[src/rtl/mux4_arbiter.sv]
// mux4_arbiter: round-robin arbiter and sequencer for a shared 4:1 mux.
// Four requesters compete for one consumer. A winner is picked in IDLE,
// holds the grant for up to MAX_BURST acked beats (or until it drops req),
// then priority rotates past it. Data path is purely combinational.
//
// Ports
//   clk      : clock, rising edge
//   rst_n    : asynchronous active-low reset
//   req      : req[i] high = requester i has a beat on d<i>
//   d0..d3   : requester data
//   y_ready  : consumer accepts the beat on y this cycle
//   y        : d<sel>
//   y_valid  : beat on y is valid (GRANT and req[sel])
//   ack      : one-hot, beat of requester i consumed this cycle
//   sel      : registered grant index / mux select
//   busy     : high in GRANT
//
// state | meaning
// IDLE  | no grant; arbitrate among live requests, one-cycle bubble
// GRANT | requester sel owns the mux; count acked beats until release
module mux4_arbiter #(
  parameter int WIDTH     = 8,
  parameter int MAX_BURST = 4
) (
  input  logic             clk,
  input  logic             rst_n,
  input  logic [3:0]       req,
  input  logic [WIDTH-1:0] d0,
  input  logic [WIDTH-1:0] d1,
  input  logic [WIDTH-1:0] d2,
  input  logic [WIDTH-1:0] d3,
  input  logic             y_ready,
  output logic [WIDTH-1:0] y,
  output logic             y_valid,
  output logic [3:0]       ack,
  output logic [1:0]       sel,
  output logic             busy
);

  typedef enum logic {IDLE = 1'b0, GRANT = 1'b1} state_t;

  state_t     state, state_nxt;
  logic [1:0] last, last_nxt;
  logic [1:0] sel_nxt;
  logic [7:0] beat_cnt, beat_cnt_nxt;
  logic [1:0] pick;
  logic       pick_ok;
  logic       hit;

  // Round-robin pick: scan upward starting just after the last winner.
  always_comb begin
    pick    = 2'd0;
    pick_ok = 1'b0;
    for (int k = 0; k < 4; k++) begin
      logic [1:0] idx;
      idx = last + 2'(k + 1);
      if (!pick_ok && req[idx]) begin
        pick    = idx;
        pick_ok = 1'b1;
      end
    end
  end

  always_comb begin
    case (sel)
      2'd0:    y = d0;
      2'd1:    y = d1;
      2'd2:    y = d2;
      default: y = d3;
    endcase
  end

  assign busy    = (state == GRANT);
  assign y_valid = busy & req[sel];
  assign hit     = y_valid & y_ready;

  always_comb begin
    ack      = 4'b0000;
    ack[sel] = hit;
  end

  always_comb begin
    state_nxt    = state;
    sel_nxt      = sel;
    last_nxt     = last;
    beat_cnt_nxt = beat_cnt;
    case (state)
      IDLE: begin
        if (pick_ok) begin
          sel_nxt      = pick;
          beat_cnt_nxt = 8'd0;
          state_nxt    = GRANT;
        end
      end
      GRANT: begin
        if (hit) beat_cnt_nxt = beat_cnt + 8'd1;
        // Final-beat ack and req drop in the same cycle fold into one release.
        if (!req[sel] || (hit && (beat_cnt == 8'(MAX_BURST - 1)))) begin
          last_nxt  = sel;
          state_nxt = IDLE;
        end
      end
      default: state_nxt = IDLE;
    endcase
  end

  always_ff @(posedge clk or negedge rst_n) begin
    if (!rst_n) begin
      state    <= IDLE;
      sel      <= 2'd0;
      last     <= 2'd3;
      beat_cnt <= 8'd0;
    end else begin
      state    <= state_nxt;
      sel      <= sel_nxt;
      last     <= last_nxt;
      beat_cnt <= beat_cnt_nxt;
    end
  end

endmodule

[config.mk]
export PLATFORM = sky130hd
export DESIGN_NAME = mux4_arbiter
export DESIGN_NICKNAME = d
export VERILOG_FILES = /design/src/rtl/mux4_arbiter.sv
export SDC_FILE = /design/constraint.sdc
export NUM_CORES = 1
export LEC_CHECK = 0
export CAP_MARGIN = 30
export CORE_MARGIN = 8
export CORE_UTILIZATION = 35
export CTS_CLUSTER_DIAMETER = 100
export CTS_CLUSTER_SIZE = 30
export DETAILED_ROUTE_END_ITERATION = 10
export PLACE_DENSITY = 0.82
export SYNTH_ARGS = -nofsm -noshare
export SYNTH_HDL_FRONTEND = slang
export SYNTH_SLANG_ARGS = --single-unit
export TNS_END_PERCENT = 50
[constraint.sdc]
create_clock -name clk -period 4.05 [get_ports clk]
set_clock_uncertainty 0.05 [all_clocks]
set_input_delay 0.405 -clock clk [delete_from_list [all_inputs] [get_ports clk]]
set_output_delay 0.405 -clock clk [all_outputs]
set_load 0.01 [all_outputs]
---- Word-level counts from Yosys, hierarchy flattened ----
Index checks and enable logic that the tools add are counted.
storage, ports and cells
  output and inout bits ................... 16
  input bits .............................. 39
  flip-flop bits (word level) ............. 13
cells by class
  magnitude comparators ................... 6
  reduce and logical (&&, ||, !) cells .... 14
  multiplexer cells ....................... 27
  add/sub/neg operators ................... 4
  equal/unequal tests ..................... 5
  bitwise operators ....................... 4
operators by type and width
  cell                                                                number
  case mux 8 bit (3 select lines)                                     1
  2-to-1 mux 8 bit                                                    2
  case mux 8 bit (2 select lines)                                     1
  less-than comparator 2 x 3 -> 1 bit (second input constant)         5
  2-to-1 mux 1 bit                                                    12
  binary-select mux 1 bit (select 2 bit)                              5
  adder 8 x 1 -> 8 bit (second input constant)                        1
  equality test 8 x 2 -> 1 bit (second input constant)                1
  2-to-1 mux 2 bit                                                    4
  AND reduction 2 bit                                                 3
  logical AND 1 bit                                                   5
  adder 2 bit (second input constant)                                 2
  AND 4 bit                                                           1
  logical NOT 1 bit                                                   4
  adder 2 x 1 -> 2 bit (second input constant)                        1
  AND 1 bit                                                           2
  demux 1 bit (select 2 bit)                                          1
  equality test 2 x 1 -> 1 bit (second input constant)                1
  equality test 2 bit (second input constant)                         1
  greater-or-equal comparator 2 x 1 -> 1 bit (second input constant)  1
  logical NOT 2 bit                                                   1
  != test 2 x 1 -> 1 bit (second input constant)                      1
  != test 2 bit (second input constant)                               1
  case mux 1 bit (2 select lines)                                     1
  other kinds (2)                                                     2

---- Logic depth before layout (Yosys ltp) ----
Gate-level depths: netlist of run 1.
  depth after elaboration ................. 15
  gate-level depth with buffers ........... 6

---- Worst setup path before layout of run 1 ----
No wires, ideal clock.
  path type ............................... reg-to-output
  start ................................... register sel[1]
  end ..................................... output y_valid
  required time ........................... 3595 ps
  path slack .............................. 2406 ps
  arrival time ............................ 1189 ps
  stages on the path, launching flop included .. 5
  cells stage by stage .................... dfrtp_1 > clkbuf_8 > mux2i_1 > mux2_2 > nor2_1
between the ends
  word-level cells in the longest chain between the ends .. 3
RTL lines
  element                                 RTL line  text
  start: declaration                      36        output logic [1:0] sel,
  start signal: assignment                115       sel <= sel_nxt;
  binary-select mux 1 bit (select 2 bit)  74        assign y_valid = busy & req[sel];
  2-to-1 mux 1 bit (implied by the code)  74
  AND 1 bit                               74
  end: declaration                        34        output logic y_valid,
Every way passes these cells. The select of a mux whose other input is x is not followed.

---- Worst setup path in the final report of run 1 ----
Ends and elaborated chain as after synthesis.

==> results of run 1 <==
-- cell type report --
class	instances	area (um2)	area share
well taps	31	38.8	0.0249
clock buffers	4	26.3	0.0169
multi-input cells	70	607	0.389
flip-flops and latches	13	328	0.210
repair buffers	54	541	0.347
inverters	5	18.8	0.0120
-- state kept, by name, indices dropped and copies added, names as in the netlist --
| signal | count |
|---|---|
| beat_cnt | 8 |
| busy | 1 |
| last | 2 |
| sel | 2 |
-- worst paths after layout --
kind / from / end / cells past startpoint
worst max-delay path: sel[1] / y_valid / 4
max in group asynchronous: rst_n / sel[1] / 1
worst min register to register: beat_cnt[7] / beat_cnt[7] / 1
min in group clk: beat_cnt[7] / beat_cnt[7] / 1
worst min-delay path: rst_n / beat_cnt[0] / 1
worst max register to register: sel[1] / beat_cnt[6] / 4
-- synthesized netlist by cell type (2+ instances only) --
cell,count,area (um2)
dfrtp_1,11,275
mux4_2,8,180
a21oi_1,6,30.0
o21ai_0,6,30.0
inv_1,5,18.8
nand2_1,5,18.8
nand3_1,5,25.0
o31ai_1,5,37.5
nor2_1,4,15.0
clkbuf_8,3,41.3
mux2i_1,3,30.0
o211ai_1,3,22.5
or3_1,3,18.8
dfstp_2,2,52.6
mux2_1,2,22.5
nor3b_1,2,15.0
-- kinds of logic after synthesis --
kind of cell / share of synthesized area
simple gates: 0.176
mux: 0.243
fa+ha+maj: 0.0125
compound gates: 0.173
flops: 0.327
buf+inv: 0.0686
-- cell usage in the layout (no fill, tap or decap), types with 2 or more instances in the layout --
cell	n
or3_1	3
inv_1	5
dfrtp_1	11
nor3b_1	2
dfstp_2	2
nand3_1	5
o21ai_0	6
mux4_2	8
clkbuf_4	3
mux2i_1	3
o211ai_1	3
clkdlybuf4s50_1	54
nor2_1	4
a21oi_1	6
nand2_1	5
o31ai_1	5
mux2_1	2
-- layer usage --
metal | vias up | track usage | routed length, um
li1 | 468 | - | -
met1 | 469 | 0.171 | 1500
met2 | 64 | 0.178 | 1230
met3 | 4 | 0.0458 | 348
met4 | 0 | 0.0273 | 19
met5 | - | 0 | 0
-- worst max-delay path: cells and delay by family (launching register included) --
family	cells	cell delay, ns
muxes	2	0.60
DFF	1	0.75
and+or+nand+nor	1	0.09
buffers and inverters	1	0.55
-- report_power, final --
group / internal (mW) / switching [mW] / leakage (nW) / total, mW
Sequential: 0.170 / 0.0873 / 0.166 / 0.258
Combinational: 0.284 / 0.172 / 0.406 / 0.455
Clock: 0.0382 / 0.0426 / 0.0150 / 0.0808
==> flow_summary.ini, run 1 <==
[clock_tree]
postCtsSetupBuffers = 0
cts_root_buffer = clkbuf_4
cts-hold-fix-buffers = 0
cts_tree = built
cts_inserted_buffers = 3
cts_resized = 0
h-tree-depth = 1
clock-sinks = 13
clk_path_buf_depth = 2
path_clk_slew_ns = 0.08
insertion_delay_ns = 0.28

[synth]
synth_cell_types = 36
synth-async-reset-ratio = 1.00
synth_area_per_cell_um2 = 10.8
syn_nets = 133
ys_warn_count = 0
syn_inst = 93
synth_seq_cells = 13
synth_ff_type = dfrtp_1
synth-edff-count = 0
syn_area_um2 = 1000
ys_seq_area_frac = 0.327

[worst_setup_path]
worstPathRequired_ns = 3.60
crit_path_end_kind = output pin
crit_type = flop to output pin
cp.arrival_ns = 2.26
cp_slowest_cell = dfrtp_1
path_cells = mux2i_1 > mux2_2 > nor2_1 > clkdlybuf4s50_1
reg2reg_setup_slack_ns = 1.94
slowest_delay_ns = 0.75
crit_fanout = 17
cp-start-kind = flop

[routing]
dr_total_vias = 1005
routed_wl_mm = 3.10
viasPerCell = 5.68
firstDrtPassIters = 4
drt_iter0_markers = 90
route.detailed.drc = 0
wl_per_cell_um = 17.5
postRouteAntennaNets = 0

[place]
pre_cts_slack_ns = 1.52
dpl.hpwl_mm = 2.53
portBuffers = 54
place.gp.congestion = 0.798
place_inst = 173
placed_area_um2 = 1530

[final_layout]
design_area_um2 = 1560
num_antenna_cells = 0
final_layout_size_suffix_gt1_frac = 0.123
area_growth_pct = 55.4
finish.net_count = 187
layoutNonFillerInstCount = 177
finish.utilization = 0.570
fillCellCount = 245

[power_and_ir_drop]
power_leakage_nw = 0.587
ir_drop_mv = 0.341
power_density_nw_per_um2 = 509
power_mw = 0.794

[floorplanning]
start_util = 0.367
dieArea_um2 = 4840
die_w_um = 69.5
core_area_um2 = 2730
io-pin-count = 55
row_count = 19
die_y_um = 69.5

[sta]
relSlewSlack = 0.579
setup_violations = 0
fin_crit_ns = 2.72
final.setup.tns_ns = 0
drv_slew = 0
hold-worst-slack_ns = 0.436
hold_viol_final = 0
max_freq_mhz = 368
post-route-period-util = 0.671
tightest_slew_ns = 0.631
setup_ws_ns = 1.33
rsz0062_at_grt = false

[min_path]
hold_class = input port to asynchronous set/reset pin

[job]
cap_violations = 0

[global_routing]
grt_overflow_total = 0
grt_max_degree = 18
antenna_found_initial = 0
grt_pass1_wl_mm = 5.04
grtUsageTotal = 0.124
first_global_vias = 996

[outcome]
status = finished clean
Note: power is estimated with default switching activity, not from simulation.
==> run 2: changes to the inputs <==
==> constraint.sdc (replaced) <==
create_clock -name clk -period 2.7 [get_ports clk]
set_clock_uncertainty 0.05 [all_clocks]
set_input_delay 0.27 -clock clk [delete_from_list [all_inputs] [get_ports clk]]
set_output_delay 0.27 -clock clk [all_outputs]
set_load 0.01 [all_outputs]
==> run 2 against run 1 <==
Compared with the run above:
- non-clock buffer count increased by 1
- critical path depth decreased by 2
- power increased by 51%
- largest cell class unchanged
==> flow_summary.ini, run 2 (same netlist as run 1, synthesis figures left out) <==
[outcome]
status = finished clean

[clock_tree]
postCtsSetupBuffers = 0
clock-sinks = 13
cts-hold-fix-buffers = 0
path_clk_slew_ns = 0.08
cts_resized = 0
h-tree-depth = 1
cts_tree = built
insertion_delay_ns = 0.28
clk_path_buf_depth = 2
cts_inserted_buffers = 3
cts_root_buffer = clkbuf_4

[final_layout]
finish.net_count = 188
regMostFlops = beat_cnt
layout_commonest_cell = clkdlybuf4s50_1
multi_input_area_um2 = 607
finish.utilization = 0.573
num_antenna_cells = 0
final_layout_size_suffix_gt1_frac = 0.129
fillCellCount = 242
layout_common_cells = clkdlybuf4s50_1, dfrtp_1, mux4_2
reg_top3 = beat_cnt (8), last (2), sel (2)
area_growth_pct = 56.1
largest_reg_flops = 8
seqCellArea_um2 = 328

[worst_setup_path]
rr_worst_depth = 4
crit_fanout = 14
r2r-start = sel[0]
crit_type = flop to output pin
crit_path_end_kind = output pin
reg2reg_setup_slack_ns = 0.61
worstPathRequired_ns = 2.38
r2r-end = beat_cnt[3]
cp-start-kind = flop
cp.arrival_ns = 2.10

[sta]
drv_slew = 0
setup_violations = 0
post-route-period-util = 0.895
fin_crit_ns = 2.42
final.setup.tns_ns = 0
hold-worst-slack_ns = 0.304
tightest_slew_ns = 0.607
rsz0062_at_grt = false
setup_ws_ns = 0.284
max_freq_mhz = 414
relSlewSlack = 0.595
hold_viol_final = 0

[place]
dpl.hpwl_mm = 2.58
place.gp.congestion = 0.840
pre_cts_slack_ns = 0.441
portBuffers = 54

[routing]
drt_iter0_markers = 52
route.detailed.drc = 0
wl_met1_mm = 1.60
firstDrtPassIters = 4
met3_length_um = 275
viasPerCell = 5.66
wl_met2_mm = 1.21
postRouteAntennaNets = 0
wl_per_cell_um = 17.5
dr_total_vias = 1007
top_layer = met4
routed_wl_mm = 3.11

[floorplanning]
die_y_um = 69.5
io-pin-count = 55
core_area_um2 = 2730
dieArea_um2 = 4840
die_w_um = 69.5
start_util = 0.367
row_count = 19

[global_routing]
first_global_vias = 966
grtUsageTotal = 0.125
antenna_found_initial = 0
grt_max_degree = 17
grt_pass1_wl_mm = 5.04
grt_overflow_total = 0

[power_and_ir_drop]
power_density_nw_per_um2 = 764
power_leakage_nw = 0.592
power_mw = 1.20
ir_drop_mv = 0.468

[min_path]
hold_class = input port to asynchronous set/reset pin

[job]
cap_violations = 0
-- run 2: cell count changes in the layout (fill, tap and decap cells not counted), sizes merged --
cell / delta
buf: +1
-- run 2: cell type report --
cell class	count	area share
flip-flops and latches	13	0.209
well taps	31	0.0248
repair buffers	55	0.350
clock buffers	4	0.0168
inverters	5	0.0120
multi-input cells	70	0.387
-- run 2: layer usage --
metal / GRT usage / up-vias
met5: 0 / -
met1: 0.176 / 471
met3: 0.0372 / 5
met4: 0.0273 / 0
li1: - / 475
met2: 0.182 / 56
-- run 2: report_power, final --
part / switching (mW) / total, mW / leakage (nW) / internal [mW]
combinational: 0.274 / 0.707 / 0.411 / 0.433
sequential: 0.116 / 0.372 / 0.166 / 0.256
clock: 0.0612 / 0.119 / 0.0150 / 0.0573
-- run 2: worst max-delay path: stages, from the launching register on --
cell,delay (ns)
dfrtp_1,0.73
mux4_2,0.58
clkdlybuf4s50_1,0.51
-- run 2: how the worst max path moves through the flow --
stage / to / slack [ns] / cells after the start / start
final: y[3] / 0.28 / 2 / sel[0]
after global routing: y_valid / 0.14 / 3 / sel[0]
after CTS: y_valid / 0.25 / 3 / sel[0]
after detailed placement: y_valid / 0.44 / 5 / req[3]
after global placement: y_valid / 0.46 / 5 / req[3]
after floorplan: last[0] / 1.07 / 5 / sel[1]
-- run 2: stage by stage --
stage	std cells	instance area [um2]
detailed placement	174	1540
floorplan	93	1000
CTS	178	1570
global placement	174	1540
finish	178	1570
global route	178	1570
